[src/rtl/mul_pkg.sv]
// Shared types and helpers for the iterative radix-4 Booth multiplier.
// Imported by the Booth selector and the multiplier top level.
package mul_pkg;

  typedef enum logic [1:0] {
    IDLE,
    BUSY,
    DONE
  } state_e;

  typedef enum logic [2:0] {
    ZERO,
    POS1,
    POS2,
    NEG1,
    NEG2
  } booth_e;

  // One radix-4 digit per cycle over the (XLEN+2)-bit extended multiplier.
  function automatic int unsigned mul_iters(input int unsigned xlen);
    return (xlen + 2) / 2;
  endfunction

  // Window is {b[2i+1], b[2i], b[2i-1]}.
  function automatic booth_e booth_decode(input logic [2:0] win);
    booth_e sel;
    unique case (win)
      3'b001, 3'b010: sel = POS1;
      3'b011:         sel = POS2;
      3'b100:         sel = NEG2;
      3'b101, 3'b110: sel = NEG1;
      default:        sel = ZERO;
    endcase
    return sel;
  endfunction

endpackage

[src/rtl/multiplier_if.sv]
// Request/response bundle between the integer pipeline (master) and the
// multiplier (slave).
interface mul_if #(
  parameter int XLEN = 32
);
  logic            inready;
  logic            invalid;
  logic            flush;
  logic [1:0]      mul_signed;
  logic [XLEN-1:0] multiplicand;
  logic [XLEN-1:0] multiplier;
  logic            outvalid;
  logic [XLEN-1:0] result_hi;
  logic [XLEN-1:0] result_lo;

  modport master (
    input  inready, outvalid, result_hi, result_lo,
    output invalid, flush, mul_signed, multiplicand, multiplier
  );

  modport slave (
    output inready, outvalid, result_hi, result_lo,
    input  invalid, flush, mul_signed, multiplicand, multiplier
  );
endinterface

[src/rtl/multiplier_booth_sel.sv]
// Radix-4 Booth partial-product selector: maps a 3-bit multiplier window to
// 0, +-A or +-2A, sign-extended two bits beyond the extended multiplicand.
module booth_sel
  import mul_pkg::*;
#(
  parameter int XLEN = 32
) (
  input  logic [2:0]      win,
  input  logic [XLEN+1:0] a_ext,
  output logic [XLEN+3:0] pp
);

  booth_e          sel;
  logic [XLEN+3:0] a_wide;
  logic [XLEN+3:0] a_dbl;

  assign sel    = booth_decode(win);
  assign a_wide = {{2{a_ext[XLEN+1]}}, a_ext};
  assign a_dbl  = {a_wide[XLEN+2:0], 1'b0};

  // NOTE: every always_comb output gets a default first so no path infers a latch.
  always_comb begin
    pp = '0;
    unique case (sel)
      POS1:    pp = a_wide;
      POS2:    pp = a_dbl;
      NEG1:    pp = '0 - a_wide;
      NEG2:    pp = '0 - a_dbl;
      default: pp = '0;
    endcase
  end

endmodule

[src/rtl/multiplier_top.sv]
// Iterative signed/unsigned XLEN x XLEN multiplier, radix-4 Booth, one digit
// per cycle, with valid/ready handshake and synchronous flush.
module multiplier_top
  import mul_pkg::*;
#(
  parameter int XLEN = 32
) (
  input logic clk,
  input logic rst,
  mul_if.slave bus
);

  localparam int W     = XLEN + 2;
  localparam int ITERS = mul_iters(XLEN);
  localparam int CW    = $clog2(ITERS);

  state_e          state, state_nxt;
  logic [W-1:0]    a_q;
  logic [2*W-1:0]  p_q, p_nxt;
  logic            prev_q;
  logic [CW-1:0]   cnt_q;
  logic [XLEN-1:0] res_hi_q, res_lo_q;

  logic            accept, last;
  logic [W-1:0]    a_ext_in, b_ext_in;
  logic [W+1:0]    pp, hi_sum;

  assign accept = (state == IDLE) && bus.invalid && !bus.flush;
  assign last   = (cnt_q == CW'(ITERS - 1));

  assign a_ext_in = {{2{bus.mul_signed[1] & bus.multiplicand[XLEN-1]}}, bus.multiplicand};
  assign b_ext_in = {{2{bus.mul_signed[0] & bus.multiplier[XLEN-1]}},   bus.multiplier};

  booth_sel #(.XLEN(XLEN)) u_booth_sel (
    .win   ({p_q[1:0], prev_q}),
    .a_ext (a_q),
    .pp    (pp)
  );

  // Upper half accumulates, lower half holds the unconsumed multiplier; each
  // step adds the partial product and shifts the whole register right by two.
  assign hi_sum = {{2{p_q[2*W-1]}}, p_q[2*W-1:W]} + pp;
  assign p_nxt  = {hi_sum, p_q[W-1:2]};

  // NOTE: sequential state uses non-blocking assignments so every register
  // samples pre-edge values regardless of statement order.
  always_ff @(posedge clk or negedge rst) begin
    if (!rst) state <= IDLE;
    else      state <= state_nxt;
  end

  always_comb begin
    state_nxt = state;
    if (bus.flush) begin
      state_nxt = IDLE;
    end else begin
      unique case (state)
        IDLE:    if (bus.invalid) state_nxt = BUSY;
        BUSY:    if (last)        state_nxt = DONE;
        DONE:                     state_nxt = IDLE;
        default:                  state_nxt = IDLE;
      endcase
    end
  end

  always_comb begin
    bus.inready  = (state == IDLE);
    bus.outvalid = (state == DONE) && !bus.flush;
  end

  // NOTE: the datapath is a handful of flops, not a memory, so all of it is
  // cleared on reset and nothing leaks from an aborted operation.
  always_ff @(posedge clk or negedge rst) begin
    if (!rst) begin
      a_q      <= '0;
      p_q      <= '0;
      prev_q   <= 1'b0;
      cnt_q    <= '0;
      res_hi_q <= '0;
      res_lo_q <= '0;
    end else begin
      if (accept) begin
        a_q    <= a_ext_in;
        p_q    <= {{W{1'b0}}, b_ext_in};
        prev_q <= 1'b0;
        cnt_q  <= '0;
      end else if (state == BUSY) begin
        p_q    <= p_nxt;
        prev_q <= p_q[1];
        cnt_q  <= cnt_q + 1'b1;
      end
      // Results change only on entry to DONE and hold until the next one.
      if (state == BUSY && last && !bus.flush) begin
        res_hi_q <= p_nxt[2*XLEN-1:XLEN];
        res_lo_q <= p_nxt[XLEN-1:0];
      end
    end
  end

  assign bus.result_hi = res_hi_q;
  assign bus.result_lo = res_lo_q;

endmodule

[src/flat_wrapper.sv]
// flat-port wrapper written by rule: the top's interface ports become plain ports
module multiplier_top_flat import mul_pkg::*;
#(
  parameter int XLEN = 32
)
  (clk, rst, bus_inready, bus_outvalid, bus_result_hi, bus_result_lo, bus_invalid, bus_flush, bus_mul_signed, bus_multiplicand, bus_multiplier);
  mul_if #(.XLEN(XLEN)) bus_i ();
  input logic clk;
  input logic rst;
  output wire logic [$bits(bus_i.inready)-1:0] bus_inready;
  output wire logic [$bits(bus_i.outvalid)-1:0] bus_outvalid;
  output wire logic [$bits(bus_i.result_hi)-1:0] bus_result_hi;
  output wire logic [$bits(bus_i.result_lo)-1:0] bus_result_lo;
  input wire logic [$bits(bus_i.invalid)-1:0] bus_invalid;
  input wire logic [$bits(bus_i.flush)-1:0] bus_flush;
  input wire logic [$bits(bus_i.mul_signed)-1:0] bus_mul_signed;
  input wire logic [$bits(bus_i.multiplicand)-1:0] bus_multiplicand;
  input wire logic [$bits(bus_i.multiplier)-1:0] bus_multiplier;
  assign bus_inready = bus_i.inready;
  assign bus_outvalid = bus_i.outvalid;
  assign bus_result_hi = bus_i.result_hi;
  assign bus_result_lo = bus_i.result_lo;
  assign bus_i.invalid = bus_invalid;
  assign bus_i.flush = bus_flush;
  assign bus_i.mul_signed = bus_mul_signed;
  assign bus_i.multiplicand = bus_multiplicand;
  assign bus_i.multiplier = bus_multiplier;
  multiplier_top #(.XLEN(XLEN)) u_core (.clk(clk), .rst(rst), .bus(bus_i));
endmodule
[config.mk]
export PLATFORM = sky130hd
export DESIGN_NAME = multiplier_top_flat
export DESIGN_NICKNAME = d
export VERILOG_FILES = /design/src/rtl/mul_pkg.sv /design/src/rtl/multiplier_if.sv /design/src/rtl/multiplier_booth_sel.sv /design/src/rtl/multiplier_top.sv /design/src/flat_wrapper.sv
export SDC_FILE = /design/constraint.sdc
export NUM_CORES = 1
export LEC_CHECK = 0
export CAP_MARGIN = 20
export CORE_ASPECT_RATIO = 0.7
export CORE_UTILIZATION = 55
export DETAILED_ROUTE_END_ITERATION = 10
export PLACE_DENSITY = 0.79
export RECOVER_POWER = 100
export SLEW_MARGIN = 20
export SYNTH_ARGS = -nofsm -noshare
export SYNTH_HDL_FRONTEND = slang
export SYNTH_HIERARCHICAL = 1
export SYNTH_SLANG_ARGS = --single-unit
[constraint.sdc]
create_clock -name clk -period 5.6 [get_ports clk]
set_input_delay 1.4 -clock clk [delete_from_list [all_inputs] [get_ports clk]]
set_output_delay 1.4 -clock clk [all_outputs]
set_load 0.02 [all_outputs]
==> results.py, run 1 <==
metrics = {
    "grt": {
        "grt_max_degree": 96,
        "antenna_found_initial": 0,
        "grt_pass1_wl_mm": 49.3,
        "globalRouteTotalUtil_pct": 31.0,
        "grt_overflow": 0,
        "grt_pass1_vias": 9078,
    },
    "setup_path": {
        "cp-startpoint": "u_core/a_q[1]",
        "critPathLaunchType": "flop",
        "crit_slowest_cell": "o41ai_1",
        "worstSetupPathType": "reg2reg",
        "r2r_cells": 17,
        "path_cells": "inv_1, ha_1, nor4b_1, nand4_1, a21oi_1, nor2_1, o41ai_1, buf_4, ha_1, nand2_1, o41ai_1, a21oi_1, and4_1, or2_0, o21ai_0, a211oi_1, o32ai_1",
        "required_ns": 5.94,
        "critPathBufInv": 2,
        "timing.rr.start": "u_core/a_q[1]",
        "cp_num_cells": 17,
        "crit_arrival_ns": 5.64,
        "path_max_fanout": 7,
        "crit_path_end_kind": "flop",
        "cpLargestDelayFamily": "compound AO/OA/AOI/OAI gates",
        "critical_path.max_stage_delay_ns": 0.65,
    },
    "synthesis": {
        "synth_area_leaders": "dfrtp_1, nand2_1, ha_1",
        "yosys.area.top_type": "dfrtp_1",
        "synth_edf_count": 0,
        "ys_warn_count": 6,
        "synth_top_family_by_area": "compound AO/OA/AOI/OAI gates",
        "synth-xor-area-share_pct": 5.11,
        "synth_top_area_share_pct": 40.1,
        "syn-num-nets": 1361,
        "ys_seq_area_share_pct": 40.1,
        "syn-instance-count": 1252,
        "synth.avg_cell_area_um2": 8.63,
        "async_flop_share_pct": 100,
        "synthSimpleGateAreaFrac_pct": 20.5,
        "synth_compound_area_share_pct": 21.1,
        "synth_area_um2": 10800,
        "synthAdderAreaFrac_pct": 4.58,
        "yosysUniqueCellTypes": 82,
        "synth-main-ff-cell": "dfrtp_1",
        "synth-seq-cells": 173,
        "synth_mux_area_share_pct": 4.58,
    },
    "clock_tree": {
        "holdBufCountCts": 0,
        "path_clk_slew_ns": 0.08,
        "clock_sinks": 173,
        "cts.repair.resized": 0,
        "htreeDepth": 4,
        "cts_setup_buffers": 0,
        "cts-buffers-inserted": 17,
        "cts-root-buf": "clkbuf_16",
        "cts_tree": "done",
        "insertion_delay_ns": 0.45,
        "clockBufferDepth": 2,
    },
    "worst_hold_path": {
        "hp-class": "reg2reg",
        "whs_path_depth": 2,
        "holdCritStartpoint": "u_core/bus.result_lo[15]",
    },
    "sta": {
        "finalCritPeriodShare_pct": 94.7,
        "drv_slew": 214,
        "finalHoldViolCount": 0,
        "finalSetupTns_ns": 0,
        "max_slew_margin_pct": -56.9,
        "fin_ws_ns": 0.299,
        "setup_viol": 0,
        "worst_slew_pin_slew_ns": 2.35,
        "finClkSkew_ns": 0.0307,
        "rsz0062_at_grt": "no",
        "fmax_ghz": 0.189,
        "period_minus_slack_ns": 5.30,
        "fin_hold_ws_ns": 0.470,
    },
    "floorplanning": {
        "start_util_pct": 56.7,
        "core_area_um2": 19100,
        "die_w_um": 170,
        "die_y_um": 119,
        "die-area_um2": 20200,
        "io_pins": 136,
        "rows": 42,
    },
    "layout": {
        "diodes": 0,
        "drive_above_1_share_pct": 7.75,
        "syn_to_final_growth_pct": 18.9,
        "mostFrequentLayoutCells": "nand2_1, dfrtp_1, dlygate4sd3_1, clkdlybuf4s50_1, o21ai_0",
        "utilization_pct": 67.4,
        "final_common_cell": "nand2_1",
        "final_nets": 1451,
        "finalNonFillerCells": 1619,
    },
    "detailed_routing": {
        "num_vias": 10000,
        "drc": 0,
        "dr.first_iter.drc_count": 1279,
        "first_pass_iters": 6,
        "final_antenna_net_count": 0,
        "routed_wl_mm": 30.2,
        "wl_per_cell_um": 18.7,
        "viasPerCell": 6.21,
    },
    "placement": {
        "numPortBuffers": 135,
        "dp.final_hpwl_mm": 21.8,
        "gp_congestion": 0.983,
        "dp_cells": 1587,
        "place_ws_ns": 0.664,
    },
    "pwr": {
        "ir_drop_uv": 229,
        "power_density_nw_per_um2": 577,
        "leakagePower_nw": 5.79,
    },
    "run": {
        "maxCapViolCount": 4,
    },
    "status": {
        "outcome": "complete, but fails checks",
        "violations": "capacitance limit, slew limit",
    },
}
## metrics by stage
stage | instance area [µm²] | power, mW
floorplan | 10800 | 4.92
global placement | 12300 | 6.16
detailed placement | 12300 | 6.23
CTS | 12900 | 7.40
global route | 12800 | 7.94
finish | 12800 | 7.42
## where the power goes
group / internal, mW / switching, mW / total (mW)
clock network: 0.589 / 0.550 / 1.14
registers: 1.64 / 0.418 / 2.06
logic: 1.64 / 2.58 / 4.22
## synth_stat cells (4+ instances only)
library cell,instances
a211o_1,6
a211oi_1,6
a21o_1,18
a21oi_1,55
a221o_1,6
a22oi_1,42
a311o_1,4
a31oi_1,16
and2_1,5
and3_1,8
and4_1,5
buf_1,6
clkbuf_1,77
dfrtp_1,173
ha_1,38
inv_1,19
mux2_2,35
mux2i_1,9
nand2_1,288
nand2b_1,6
nand3_1,18
nand4_1,15
nor2_1,61
nor2b_1,8
nor3_1,18
nor3b_1,4
nor4_1,10
o211ai_1,9
o21a_1,5
o21ai_0,63
o21ai_1,15
o21bai_1,5
o221ai_1,5
o22ai_1,36
o31ai_1,8
or3_1,9
or4_1,5
xnor2_1,31
xor2_1,32
## layer usage
layer	up-vias	part of all wire [%]	global-route usage [%]
li1	4705	-	-
met1	4767	49	49.6
met2	532	40	41.1
met3	44	9.9	7.05
met4	0	1.7	7.71
met5	-	0	0
## final cells by class
class,instances,area [µm²]
inverter,22,82.6
sequential,173,4330
timing repair buffer,159,1500
fill,1555,6230
tap,264,330
multi-input combinational,969,6040
clock inverter,13,131
clock buffer,19,433
## worst register-to-register path: stages (launching register included)
cell      delay [ns]
dfrtp_1         0.46
inv_1           0.09
ha_1            0.22
nor4b_1         0.63
nand4_1         0.35
a21oi_1         0.24
nor2_1          0.07
o41ai_1         0.65
buf_4           0.22
ha_1            0.21
nand2_1         0.14
o41ai_1         0.38
a21oi_1         0.12
and4_1          0.26
or2_0           0.26
o21ai_0         0.44
a211oi_1        0.18
o32ai_1         0.28
## sequential cells by signal, indices dropped and copies added, names as in the netlist
name,flops
u_core/state,2
u_core/a_q,33
u_core/p_q,68
u_core/prev_q,1
u_core/bus.result_lo,32
u_core/bus.result_hi,32
u_core/cnt_q,5
## path summary, 6_finish.rpt
path / endpoint / slack, ns
worst max-delay path: u_core/p_q[63] / 0.30
min in group asynchronous: u_core/p_q[43] / 1.66
worst max register to register: u_core/p_q[63] / 0.30
worst min-delay path: u_core/bus.result_lo[15] / 0.47
worst min register to register: u_core/bus.result_lo[15] / 0.47
max in group asynchronous: u_core/bus.result_hi[17] / 1.48
## cell families (layout without fill, tap and decap cells)
kind of cell / after synthesis / after routing
xor+xnor: 63 / 63
flops: 173 / 173
buf+inv: 110 / 213
simple gates: 483 / 483
mux: 45 / 45
compound gates: 339 / 339
fa+ha+maj: 39 / 39
Power figures use the tool's default switching activity.
==> inputs of run 2 (changes only) <==
- SLEW_MARGIN: 20 -> not set
==> results of run 2 <==
Final layout, timing and power as in run 1 (identical DEF).
==> inputs of run 3 (changes only) <==
- CTS_CLUSTER_SIZE: not set -> 8
==> results of run 3 <==
Final layout, timing and power as in run 1 (identical DEF).
